<file path="src/rtl/dmem_pkg.sv">
// dmem_pkg: shared definitions for the data-memory bridge.
//   dmem_state_t : bridge FSM state encoding
//   SZ_B/SZ_H/SZ_W : access size codes as driven by the core (3 behaves as word)
package dmem_pkg;

  typedef enum logic [1:0] {
    IDLE = 2'd0,
    REQ  = 2'd1,
    RESP = 2'd2,
    DONE = 2'd3
  } dmem_state_t;

  localparam logic [1:0] SZ_B = 2'd0;
  localparam logic [1:0] SZ_H = 2'd1;
  localparam logic [1:0] SZ_W = 2'd2;

endpackage

</file>
<file path="src/rtl/dmem_strb.sv">
// dmem_strb: byte-enable generation and misalignment detection for one access.
// Ports:
//   addr_lo    in  2 : low address bits of the access
//   size       in  2 : SZ_B / SZ_H / SZ_W (3 is treated as word)
//   strb       out 4 : byte enables for the 32-bit bus word
//   misaligned out 1 : half on an odd address, or word not on a 4-byte boundary
module dmem_strb
  import dmem_pkg::*;
(
  input  logic [1:0] addr_lo,
  input  logic [1:0] size,
  output logic [3:0] strb,
  output logic       misaligned
);

  always_comb begin
    // NOTE: every output gets a default first so no path leaves it unassigned (no latch).
    strb       = 4'b1111;
    misaligned = 1'b0;
    case (size)
      SZ_B: strb = 4'b0001 << addr_lo;
      SZ_H: begin
        strb       = 4'b0011 << {addr_lo[1], 1'b0};
        misaligned = addr_lo[0];
      end
      default: begin
        strb       = 4'b1111;
        misaligned = (addr_lo != 2'b00);
      end
    endcase
  end

endmodule

</file>
<file path="src/rtl/dmem_bridge.sv">
// dmem_bridge: turns the core's held load/store strobes into a request/grant/
// response bus transaction, with byte strobes, misalignment errors and a
// response timeout.
// Parameters:
//   TIMEOUT : max cycles from request to response (0 disables the timeout)
//   AW      : address width
// Ports:
//   clk, rst         : clock; asynchronous active-low reset
//   i_read_en        : core load request, held until o_read_vd
//   i_write_en       : core store request, held while o_exstall is high
//   i_addr/i_wdata/i_size : access address, lane-aligned store data, size code
//   o_rdata          : registered load data, valid with o_read_vd
//   o_read_vd        : one-cycle load-complete pulse
//   o_exstall        : store back-pressure to the core (combinational)
//   o_err            : one-cycle pulse on misalignment or timeout
//   o_bus_req/we/addr/wdata/wstrb : registered bus request fields
//   i_bus_gnt/i_bus_rvalid/i_bus_rdata : bus grant, response and read data
module dmem_bridge
  import dmem_pkg::*;
#(
  parameter int TIMEOUT = 64,
  parameter int AW      = 32
) (
  input  logic          clk,
  input  logic          rst,
  input  logic          i_read_en,
  input  logic          i_write_en,
  input  logic [AW-1:0] i_addr,
  input  logic [31:0]   i_wdata,
  input  logic [1:0]    i_size,
  output logic [31:0]   o_rdata,
  output logic          o_read_vd,
  output logic          o_exstall,
  output logic          o_err,
  output logic          o_bus_req,
  output logic          o_bus_we,
  output logic [AW-1:0] o_bus_addr,
  output logic [31:0]   o_bus_wdata,
  output logic [3:0]    o_bus_wstrb,
  input  logic          i_bus_gnt,
  input  logic          i_bus_rvalid,
  input  logic [31:0]   i_bus_rdata
);

  localparam int CW = (TIMEOUT > 1) ? $clog2(TIMEOUT) : 1;

  dmem_state_t state;
  logic [CW-1:0] cnt;
  logic          is_write;   // latched direction of the access in flight
  logic [3:0]    strb;
  logic          misaligned;
  logic          timeout_hit;

  dmem_strb u_strb (
    .addr_lo    (i_addr[1:0]),
    .size       (i_size),
    .strb       (strb),
    .misaligned (misaligned)
  );

  // Last allowed cycle of a transaction; completion in this cycle still wins.
  assign timeout_hit = (TIMEOUT != 0) && (int'(cnt) == TIMEOUT - 1);

  // Stall the store from the strobe cycle until DONE, so the core retires it
  // on the DONE edge.
  assign o_exstall = ((state == IDLE) && i_write_en) ||
                     (((state == REQ) || (state == RESP)) && is_write);

  // NOTE: all state below uses non-blocking assignments so every register
  // samples pre-edge values regardless of statement order.
  always_ff @(posedge clk or negedge rst) begin
    if (!rst) begin
      state       <= IDLE;
      cnt         <= '0;
      is_write    <= 1'b0;
      o_rdata     <= '0;
      o_read_vd   <= 1'b0;
      o_err       <= 1'b0;
      o_bus_req   <= 1'b0;
      o_bus_we    <= 1'b0;
      o_bus_addr  <= '0;
      o_bus_wdata <= '0;
      o_bus_wstrb <= '0;
    end else begin
      // Completion flags are pulses that only the transition into DONE sets.
      o_read_vd <= 1'b0;
      o_err     <= 1'b0;
      case (state)
        IDLE: begin
          if (i_write_en || i_read_en) begin
            is_write <= i_write_en;  // store wins when both strobes are up
            if (misaligned) begin
              state     <= DONE;
              o_err     <= 1'b1;
              o_read_vd <= !i_write_en;
              o_rdata   <= '0;
            end else begin
              state       <= REQ;
              cnt         <= '0;
              o_bus_req   <= 1'b1;
              o_bus_we    <= i_write_en;
              o_bus_addr  <= {i_addr[AW-1:2], 2'b00};
              o_bus_wdata <= i_wdata;
              o_bus_wstrb <= strb;
            end
          end
        end

        REQ: begin
          if (i_bus_gnt && i_bus_rvalid) begin
            state     <= DONE;
            o_bus_req <= 1'b0;
            o_rdata   <= i_bus_rdata;
            o_read_vd <= !is_write;
          end else if (timeout_hit) begin
            state     <= DONE;
            o_bus_req <= 1'b0;
            o_err     <= 1'b1;
            o_read_vd <= !is_write;
            o_rdata   <= '0;
          end else begin
            cnt <= cnt + CW'(1);
            if (i_bus_gnt) begin
              state     <= RESP;
              o_bus_req <= 1'b0;
            end
          end
        end

        RESP: begin
          if (i_bus_rvalid) begin
            state     <= DONE;
            o_rdata   <= i_bus_rdata;
            o_read_vd <= !is_write;
          end else if (timeout_hit) begin
            state     <= DONE;
            o_err     <= 1'b1;
            o_read_vd <= !is_write;
            o_rdata   <= '0;
          end else begin
            cnt <= cnt + CW'(1);
          end
        end

        // The core still presents the finished instruction here, so nothing
        // new is accepted.
        DONE: state <= IDLE;

        default: state <= IDLE;
      endcase
    end
  end

endmodule
</file>
<file path="config.mk">
export PLATFORM = sky130hd
export DESIGN_NAME = dmem_bridge
export DESIGN_NICKNAME = d
export VERILOG_FILES = /design/src/rtl/dmem_pkg.sv /design/src/rtl/dmem_strb.sv /design/src/rtl/dmem_bridge.sv
export SDC_FILE = /design/constraint.sdc
export NUM_CORES = 1
export LEC_CHECK = 0
export ABC_CLOCK_PERIOD_IN_PS = 5700
export CORE_MARGIN = 2
export CORE_UTILIZATION = 45
export DETAILED_ROUTE_END_ITERATION = 7
export MAX_ROUTING_LAYER = met4
export PLACE_DENSITY = 0.86
export SYNTH_ARGS = -nofsm -noshare
export SYNTH_HDL_FRONTEND = slang
export SYNTH_SLANG_ARGS = --single-unit
export TNS_END_PERCENT = 20
</file>
<file path="constraint.sdc">
create_clock -name clk -period 5.7 [get_ports clk]
set_input_delay 1.425 -clock clk [delete_from_list [all_inputs] [get_ports clk]]
set_output_delay 1.425 -clock clk [all_outputs]
set_load 0.03 [all_outputs]
</file>
---- Word-level counts from Yosys, hierarchy flattened ----
Index checks and enable logic that the tools add are counted.
cells by class
  reduce and logical (&&, ||, !) cells .... 19
  bitwise logic cells ..................... 1
  mux-type cells .......................... 40
  shifts and indexed selects .............. 2
  equality and inequality tests ........... 12
  add/sub/neg operators ................... 1
operators by type and width
  cell                 count
  $mux 32              5
  $pmux 32 s3          1
  $mux 6               5
  $pmux 6 s3           1
  $mux 1               15
  $mux 2               7
  $reduce_and 3->1     3
  $ne 2x2->1 const B   4
  $pmux 2 s4           1
  $pmux 4 s2           1
  $add 6x1->6 const B  1
  $eq 6x1->1 const B   1
  $pmux 1 s3           2
  $reduce_and 5->1     1
  $eq 2x1->1 const B   2
  $eq 2x2->1 const B   2
  $logic_not 2->1      2
  $ne 4x3->1 const B   1
  $pmux 1 s2           2
  $reduce_and 4->1     1
  $reduce_bool 2->1    2
  $shl 1x2->4 const A  1
  $shl 2x2->4 const A  1
  $logic_and 1x1->1    3
  other kinds (7)      10
storage, ports and cells
  output and inout port bits .............. 105
  bits in registers ....................... 111
  input port bits ......................... 104
  logic and storage cells ................. 86

---- Depth between registers and ports, before layout ----
Gate-level depths: netlist (run 1).
  depth in word-level cells ............... 5
  mapped depth ............................ 8
  mapped depth without buffers ............ 6

---- Modules after synthesis ----
From an unflattened synthesis (run 1), not the netlist that was laid out.
second synthesis, totals
  cells, all modules ...................... 318
  area, all modules ....................... 4,581.9 sq um
modules (own cells, without submodules)
  module       cells an instance  seq. area each (sq um)  instances  area each (sq um)
  dmem_bridge  308                2,777.7                 1          4,518.1
  dmem_strb    10                 0.0                     1          63.8

---- Least setup slack after synthesis (run 1) ----
No wires, ideal clock.
  path type ............................... input-to-output
  start ................................... input i_write_en
  end ..................................... output o_exstall
  data arrival time ....................... 1.869 ns
  buffers on the path ..................... 1
  cell stages on the path ................. 2
  data required time ...................... 4.275 ns
  setup slack ............................. 2.406 ns
  cell sequence ........................... clkbuf_2 -> a22o_1
on the way
  cells in the longest elaborated chain, start to end .. 2
ends and longest elaborated chain
  item               line               RTL
  start, declared    dmem_bridge.sv:27  input logic i_write_en,
  $logic_and 1x1->1  dmem_bridge.sv:66  assign o_exstall = ((state == IDLE) && i_write_en) ||
  $logic_or 1x1->1   dmem_bridge.sv:66
  end, declared      dmem_bridge.sv:33  output logic o_exstall,
Every way passes these cells.

---- Worst setup path after layout (run 1) ----
Same ends and word-level chain as after synthesis.

==> results.sh, run 1 <==
export IMPL_seq_area_mm2=0.00278
export IMPL_clkLatencyLatePin_ps=370
export IMPL_cts_buffers=9
export IMPL_die_area_mm2=0.0109
export IMPL_path_clk_slew_ps=100
export IMPL_post_cts_setup_buffer_count=0
export IMPL_internal_power_mw=2.30
export IMPL_syn_area_mm2=0.00453
export IMPL_cts_tree="built"
export IMPL_place_detailed_hpwl_um=8090
export IMPL_total_switching_power_mw=1.67
export IMPL_synth_warning_count=0
export IMPL_dr_total_vias=3382
export IMPL_groute_usage_overall_pct=21.3
export IMPL_synth_edff_count=0
export IMPL_path_class="input port to primary output"
export IMPL_routabilityCongestion=0.815
export IMPL_final_worst_clock_skew_ps=10.4
export IMPL_post_route_min_period_ps=4360
export IMPL_finalMaxSlewViolations=0
export IMPL_synthTopCellsByArea="dfrtp_1 (61%), mux2_2 (15%), a22o_1 (6.8%)"
export IMPL_detailedRoute_firstPassIterationCount=4
export IMPL_vdd_ir_drop_worst_v=0.000260
export IMPL_required_ps=4280
export IMPL_ff2ff_path_depth=6
export IMPL_worst_setup_path_start_kind="input port"
export IMPL_finalCritPeriodShare_pct=76.5
export IMPL_antenna_left=0
export IMPL_reg2reg_slack_ps=3140
export IMPL_synth_lib_cells_used_distinct=42
export IMPL_fp_dieW_um=104
export IMPL_first_global_vias=3540
export IMPL_path_max_fanout=8
export IMPL_overflow=0
export IMPL_maxCapViolCount=0
export IMPL_cellPowerDensity_mw_per_mm2=579
export IMPL_maximum_level_of_the_cts_h_tree=3
export IMPL_timing_critical_path_to_type="primary output"
export IMPL_pwr_share_clk_pct=10.8
export IMPL_whs_ps=491
export IMPL_io_pins=209
export IMPL_timing_critical_path_arrival_ps=2930
export IMPL_part_of_the_yosys_area_used_for_sequential_elements_pct=61.4
export IMPL_power_leakage_nw=2.90
export IMPL_detail_route_drc_violations=0
export IMPL_finalNetCount=635
export IMPL_cts_buffer_depth=2
export IMPL_min_path_cells=2
export IMPL_post_synthesis_cell_type_with_the_largest_combined_area="dfrtp_1"
export IMPL_numPortBuffers=206
export IMPL_root_buffer="clkbuf_8"
export IMPL_hold_path_start="o_bus_wstrb[3]$_DFFE_PN0P_"
export IMPL_synthCells=322
export IMPL_drive_gt1_share_pct=16.3
export IMPL_leading_register_cell_type_out_of_synthesis="dfrtp_1"
export IMPL_timing_hold_worst_class="flip-flop to flip-flop"
export IMPL_reg2reg_to="o_rdata[19]$_DFFE_PN0P_"
export IMPL_final_hold_violation_count=0
export IMPL_setup_viol=0
export IMPL_finalSetupTns_ps=0
export IMPL_seq_power_share_pct=33.3
export IMPL_r2r_start="state[1]$_DFFE_PN0P_"
export IMPL_wirelength_um=11000
export IMPL_die_span_in_y_um=104
export IMPL_viasPerCell=5.11
export IMPL_grt_first_pass_wirelength_um=17700
export IMPL_slew_headroom_pct=23.1
export IMPL_synth_async_reset_ratio_pct=100
export IMPL_synthesis_to_finish_area_growth_pct=51.5
export IMPL_achievable_frequency_ghz=0.229
export IMPL_coreArea_mm2=0.00977
export IMPL_final_common_cell="clkdlybuf4s50_1"
export IMPL_cts_resized_gates=0
export IMPL_cts_hold_buf=0
export IMPL_initial_standard_cell_utilization_of_the_core_pct=46.3
export IMPL_tightestPinTransition_ps=1150
export IMPL_synth_seq_cells=111
export IMPL_num_rows=36
export IMPL_rsz_0062_raised_after_global_routing="false"
export IMPL_clock_sink_count=111
export IMPL_outcome="finished clean"
export IMPL_antenna_diode_count=0
export IMPL_yosys_area_top_type_share_pct=61.4
export IMPL_wire_per_inst_um=16.6
export IMPL_power_switching_fraction_pct=42.0
export IMPL_antenna_violations_before_repair=0
export IMPL_detail_route_iter0_violations=203
export IMPL_min_delay_worst_endpoint="o_bus_wstrb[3]$_DFFE_PN0P_"
export IMPL_fillerInstances=701
export IMPL_grt_start_max_net_pins=71
export IMPL_layout_common_cells="clkdlybuf4s50_1 (205), dfrtp_1 (111), mux2_2 (62)"
export IMPL_syn_mean_instance_area_um2=14.1
export IMPL_comb_power_share_pct=55.9
export IMPL_multi_input_logic_area_mm2=0.00164
==> stage by stage <==
step	std cells	cell area [µm²]	power [mW]	utilization, %	worst slack, ps
after floorplan	323	4530	2.66	-	2410
after global placement	645	6680	3.50	68.3	1390
after detailed placement	645	6680	3.56	68.3	1340
after CTS	661	6860	4.00	70.1	1340
after global routing	662	6860	4.17	70.2	1300
final	662	6860	3.97	70.2	1340
==> Yosys cell counts, types with 2 or more instances <==
library cell / count
mux2i_1: 2
o21ai_0: 8
buf_6: 3
nand3_1: 2
nor2b_1: 2
and2_1: 2
nand2b_1: 2
buf_2: 12
dfrtp_1: 111
nor2_1: 8
nand2_1: 10
o211ai_1: 2
a22o_1: 35
ha_1: 7
inv_1: 6
mux2_2: 62
nand3b_1: 2
o221ai_1: 2
nand4_1: 2
a21oi_1: 10
or4_1: 4
o31ai_1: 6
nor3_1: 2
buf_4: 2
==> worst max path at each step <==
stage / startpoint / endpoint / slack, ps / depth (start not counted)
finish: i_write_en / o_exstall / 1340 / 3
global route: i_write_en / o_exstall / 1300 / 3
CTS: i_write_en / o_exstall / 1340 / 3
detailed placement: i_write_en / o_exstall / 1340 / 3
global placement: i_write_en / o_exstall / 1390 / 3
floorplan: i_write_en / o_exstall / 2410 / 2
==> critical path, cell delays in order <==
cell	delay, ps
clkdlybuf4s50_1	650
a22o_1	190
clkdlybuf4s50_1	670
==> flip-flops by register name, indices dropped and copies added, names as in the netlist <==
register	cells
o_bus_wdata	32
is_write	1
o_err	1
state	2
o_bus_wstrb	4
cnt	6
o_read_vd	1
o_bus_addr	30
o_bus_req	1
o_bus_we	1
o_rdata	32
==> cell type report <==
cell class | instances | share of cell area (%)
Sequential cell | 111 | 40.5
Timing Repair Buffer | 209 | 30.3
Clock inverter | 2 | 0.219
Tap cell | 133 | 2.43
Multi-Input combinational cell | 187 | 23.9
Clock buffer | 14 | 2.37
Inverter | 6 | 0.328
==> power by group through the flow <==
| stage | Combinational (mW) | Sequential, mW | Clock, mW |
|---|---|---|---|
| finish | 2.22 | 1.32 | 0.429 |
| global route | 2.33 | 1.37 | 0.470 |
| CTS | 2.23 | 1.32 | 0.447 |
| detailed placement | 2.23 | 1.33 | 0 |
| global placement | 2.18 | 1.32 | 0 |
| floorplan | 0.688 | 1.97 | 0 |
==> cells by family (layout without fill, tap and decap cells) <==
logic type                 count (synthesis)  in the layout  share of synthesized area [%]
DFF                                      111            111                           61.4
AOI/OAI and AO/OA                         73             73                           12.7
muxes                                     64             64                           15.9
and+or+nand+nor                           41             41                           4.92
buffers and inverters                     25            231                           3.10
adders and majority gates                  7              7                           1.93
other                                      1              2                         0.0828
==> metal layers <==
metal	global-route usage [%]	wire length, µm
met1	26.3	4700
met2	33.7	5240
met5	-	0
met4	10.6	367
met3	3.95	704
Note: power is estimated with default switching activity, not from simulation.
==> run 2: changes to the inputs <==
- ABC_CLOCK_PERIOD_IN_PS: 5700 -> 4400
- CORE_UTILIZATION: 45 -> 41
- PLACE_DENSITY: 0.86 -> 0.8
- clock period: 5.7 -> 4.4 ns (I/O delays scaled with it)
==> run 2 against run 1 <==
- non-clock buffer count up 2
- routed wire length is 2.2% higher
- clock skew is 3.4 ps lower
- largest cell class unchanged
==> results.sh, run 2 (same netlist as run 1, synthesis figures left out) <==
export IMPL_routabilityCongestion=0.840
export IMPL_cp_cell_sequence="clkdlybuf4s50_1 > a22o_1 > clkdlybuf4s50_1"
export IMPL_final_common_cell="clkdlybuf4s50_1"
export IMPL_wire_per_inst_um=16.8
export IMPL_cts_resized_gates=0
export IMPL_hold_path_start="o_bus_wstrb[3]$_DFFE_PN0P_"
export IMPL_cts_buffer_depth=2
export IMPL_maximum_level_of_the_cts_h_tree=3
export IMPL_antenna_diode_count=0
export IMPL_antenna_violations_before_repair=0
export IMPL_detail_route_iter0_violations=118
export IMPL_final_area_mm2=0.00689
export IMPL_post_route_min_period_ps=3700
export IMPL_worst_setup_path_start_kind="input port"
export IMPL_top_regs="o_bus_wdata x32, o_rdata x32, o_bus_addr x30"
export IMPL_finalSetupTns_ps=0
export IMPL_critical_path_top_delay_family="buffers and inverters"
export IMPL_clkLatencyLatePin_ps=360
export IMPL_numPortBuffers=206
export IMPL_required_ps=3300
export IMPL_wirelength_um=11300
export IMPL_outcome="finished clean"
export IMPL_root_buffer="clkbuf_8"
export IMPL_detail_route_drc_violations=0
export IMPL_coreArea_mm2=0.0108
export IMPL_min_path_cells=2
export IMPL_crit_start="i_write_en"
export IMPL_power_leakage_nw=2.92
export IMPL_fp_dieW_um=109
export IMPL_achievable_frequency_ghz=0.270
export IMPL_tightestPinTransition_ps=1100
export IMPL_path_max_fanout=8
export IMPL_first_global_vias=3490
export IMPL_die_span_in_y_um=109
export IMPL_place_detailed_hpwl_um=8370
export IMPL_cpMaxStageDelayCell="clkdlybuf4s50_1"
export IMPL_r2r_start="state[0]$_DFFE_PN0P_"
export IMPL_worst_path_most_repeated_cell="clkdlybuf4s50_1"
export IMPL_viasPerCell=5.10
export IMPL_slew_headroom_pct=26.8
export IMPL_finalMaxSlewViolations=0
export IMPL_final_worst_clock_skew_ps=7.00
export IMPL_timing_hold_worst_class="flip-flop to flip-flop"
export IMPL_finalNetCount=637
export IMPL_grt_start_max_net_pins=89
export IMPL_postPlaceCellArea_mm2=0.00672
export IMPL_cts_buffers=9
export IMPL_cp_peak_stage_delay_ps=660
export IMPL_whs_ps=488
export IMPL_post_cts_setup_buffer_count=0
export IMPL_timing_critical_path_to_type="primary output"
export IMPL_setup_viol=0
export IMPL_io_pins=209
export IMPL_dr_total_vias=3424
export IMPL_synthesis_to_finish_area_growth_pct=52.3
export IMPL_path_buf_inv=2
export IMPL_cts_tree="built"
export IMPL_finalCritPeriodShare_pct=84.1
export IMPL_rsz_0062_raised_after_global_routing="false"
export IMPL_die_area_mm2=0.0119
export IMPL_num_rows=38
export IMPL_layout_common_cells="clkdlybuf4s50_1 (205), dfrtp_1 (111), mux2_2 (62)"
export IMPL_vdd_ir_drop_worst_v=0.000397
export IMPL_cellPowerDensity_mw_per_mm2=747
export IMPL_timing_critical_path_arrival_ps=2600
export IMPL_maxCapViolCount=0
export IMPL_ff2ff_path_depth=6
export IMPL_grt_first_pass_wirelength_um=17200
export IMPL_cts_hold_buf=0
export IMPL_critical_path_depth=3
export IMPL_path_class="input port to primary output"
export IMPL_final_hold_violation_count=0
export IMPL_reg2reg_slack_ps=2080
export IMPL_drive_gt1_share_pct=16.9
export IMPL_initial_standard_cell_utilization_of_the_core_pct=41.9
export IMPL_clock_sink_count=111
export IMPL_antenna_left=0
export IMPL_overflow=0
export IMPL_detailedRoute_firstPassIterationCount=4
export IMPL_path_clk_slew_ps=100
export IMPL_groute_usage_overall_pct=19.2
-- run 2: layer usage --
| layer | track usage, % | up-vias | routed length [µm] |
|---|---|---|---|
| li1 | - | 1585 | - |
| met1 | 22.6 | 1678 | 4480 |
| met2 | 31.9 | 146 | 5610 |
| met5 | - | - | 0 |
| met4 | 5.86 | 0 | 155 |
| met3 | 5.44 | 15 | 1010 |
-- run 2: layout make-up --
cell class | instances | area (µm²)
clock inverter | 6 | 43.8
timing repair buffer | 211 | 2110
fill | 824 | 3900
multi-input combinational | 187 | 1640
inverter | 6 | 22.5
tap | 140 | 175
sequential | 111 | 2780
clock buffer | 10 | 128
-- run 2: worst reg2reg max path, delay by kind of cell, from the launching register on --
family	cells	cell delay, ps
AOI/OAI and AO/OA	2	620
adders and majority gates	1	360
buffers and inverters	1	150
DFF	1	440
and+or+nand+nor	2	690
-- run 2: worst paths after layout --
path                                              end
setup / recovery                            o_exstall
hold / removal             o_bus_wstrb[3]$_DFFE_PN0P_
setup reg to reg              o_rdata[31]$_DFFE_PN0P_
hold reg to reg            o_bus_wstrb[3]$_DFFE_PN0P_
max in group asynchronous  o_bus_addr[13]$_DFFE_PN0P_
min in group asynchronous        is_write$_DFFE_PN0P_
-- run 2: power breakdown --
part	total (mW)	internal (mW)	switching (mW)
sequential	1.72	1.47	0.249
clock	0.553	0.210	0.343
combinational	2.88	1.29	1.59
total	5.15	2.96	2.18
-- run 2: metrics by stage --
stage          instances  utilization (%)  total power [mW]  worst slack (ps)
2_1_floorplan        323                -              3.45              1760
3_3_place_gp         655             62.3              4.56               718
3_5_place_dp         655             62.3              4.64               704
4_1_cts              671             63.9              5.21               701
5_1_grt              671             63.9              5.43               629
6_report             671             63.9              5.15               698
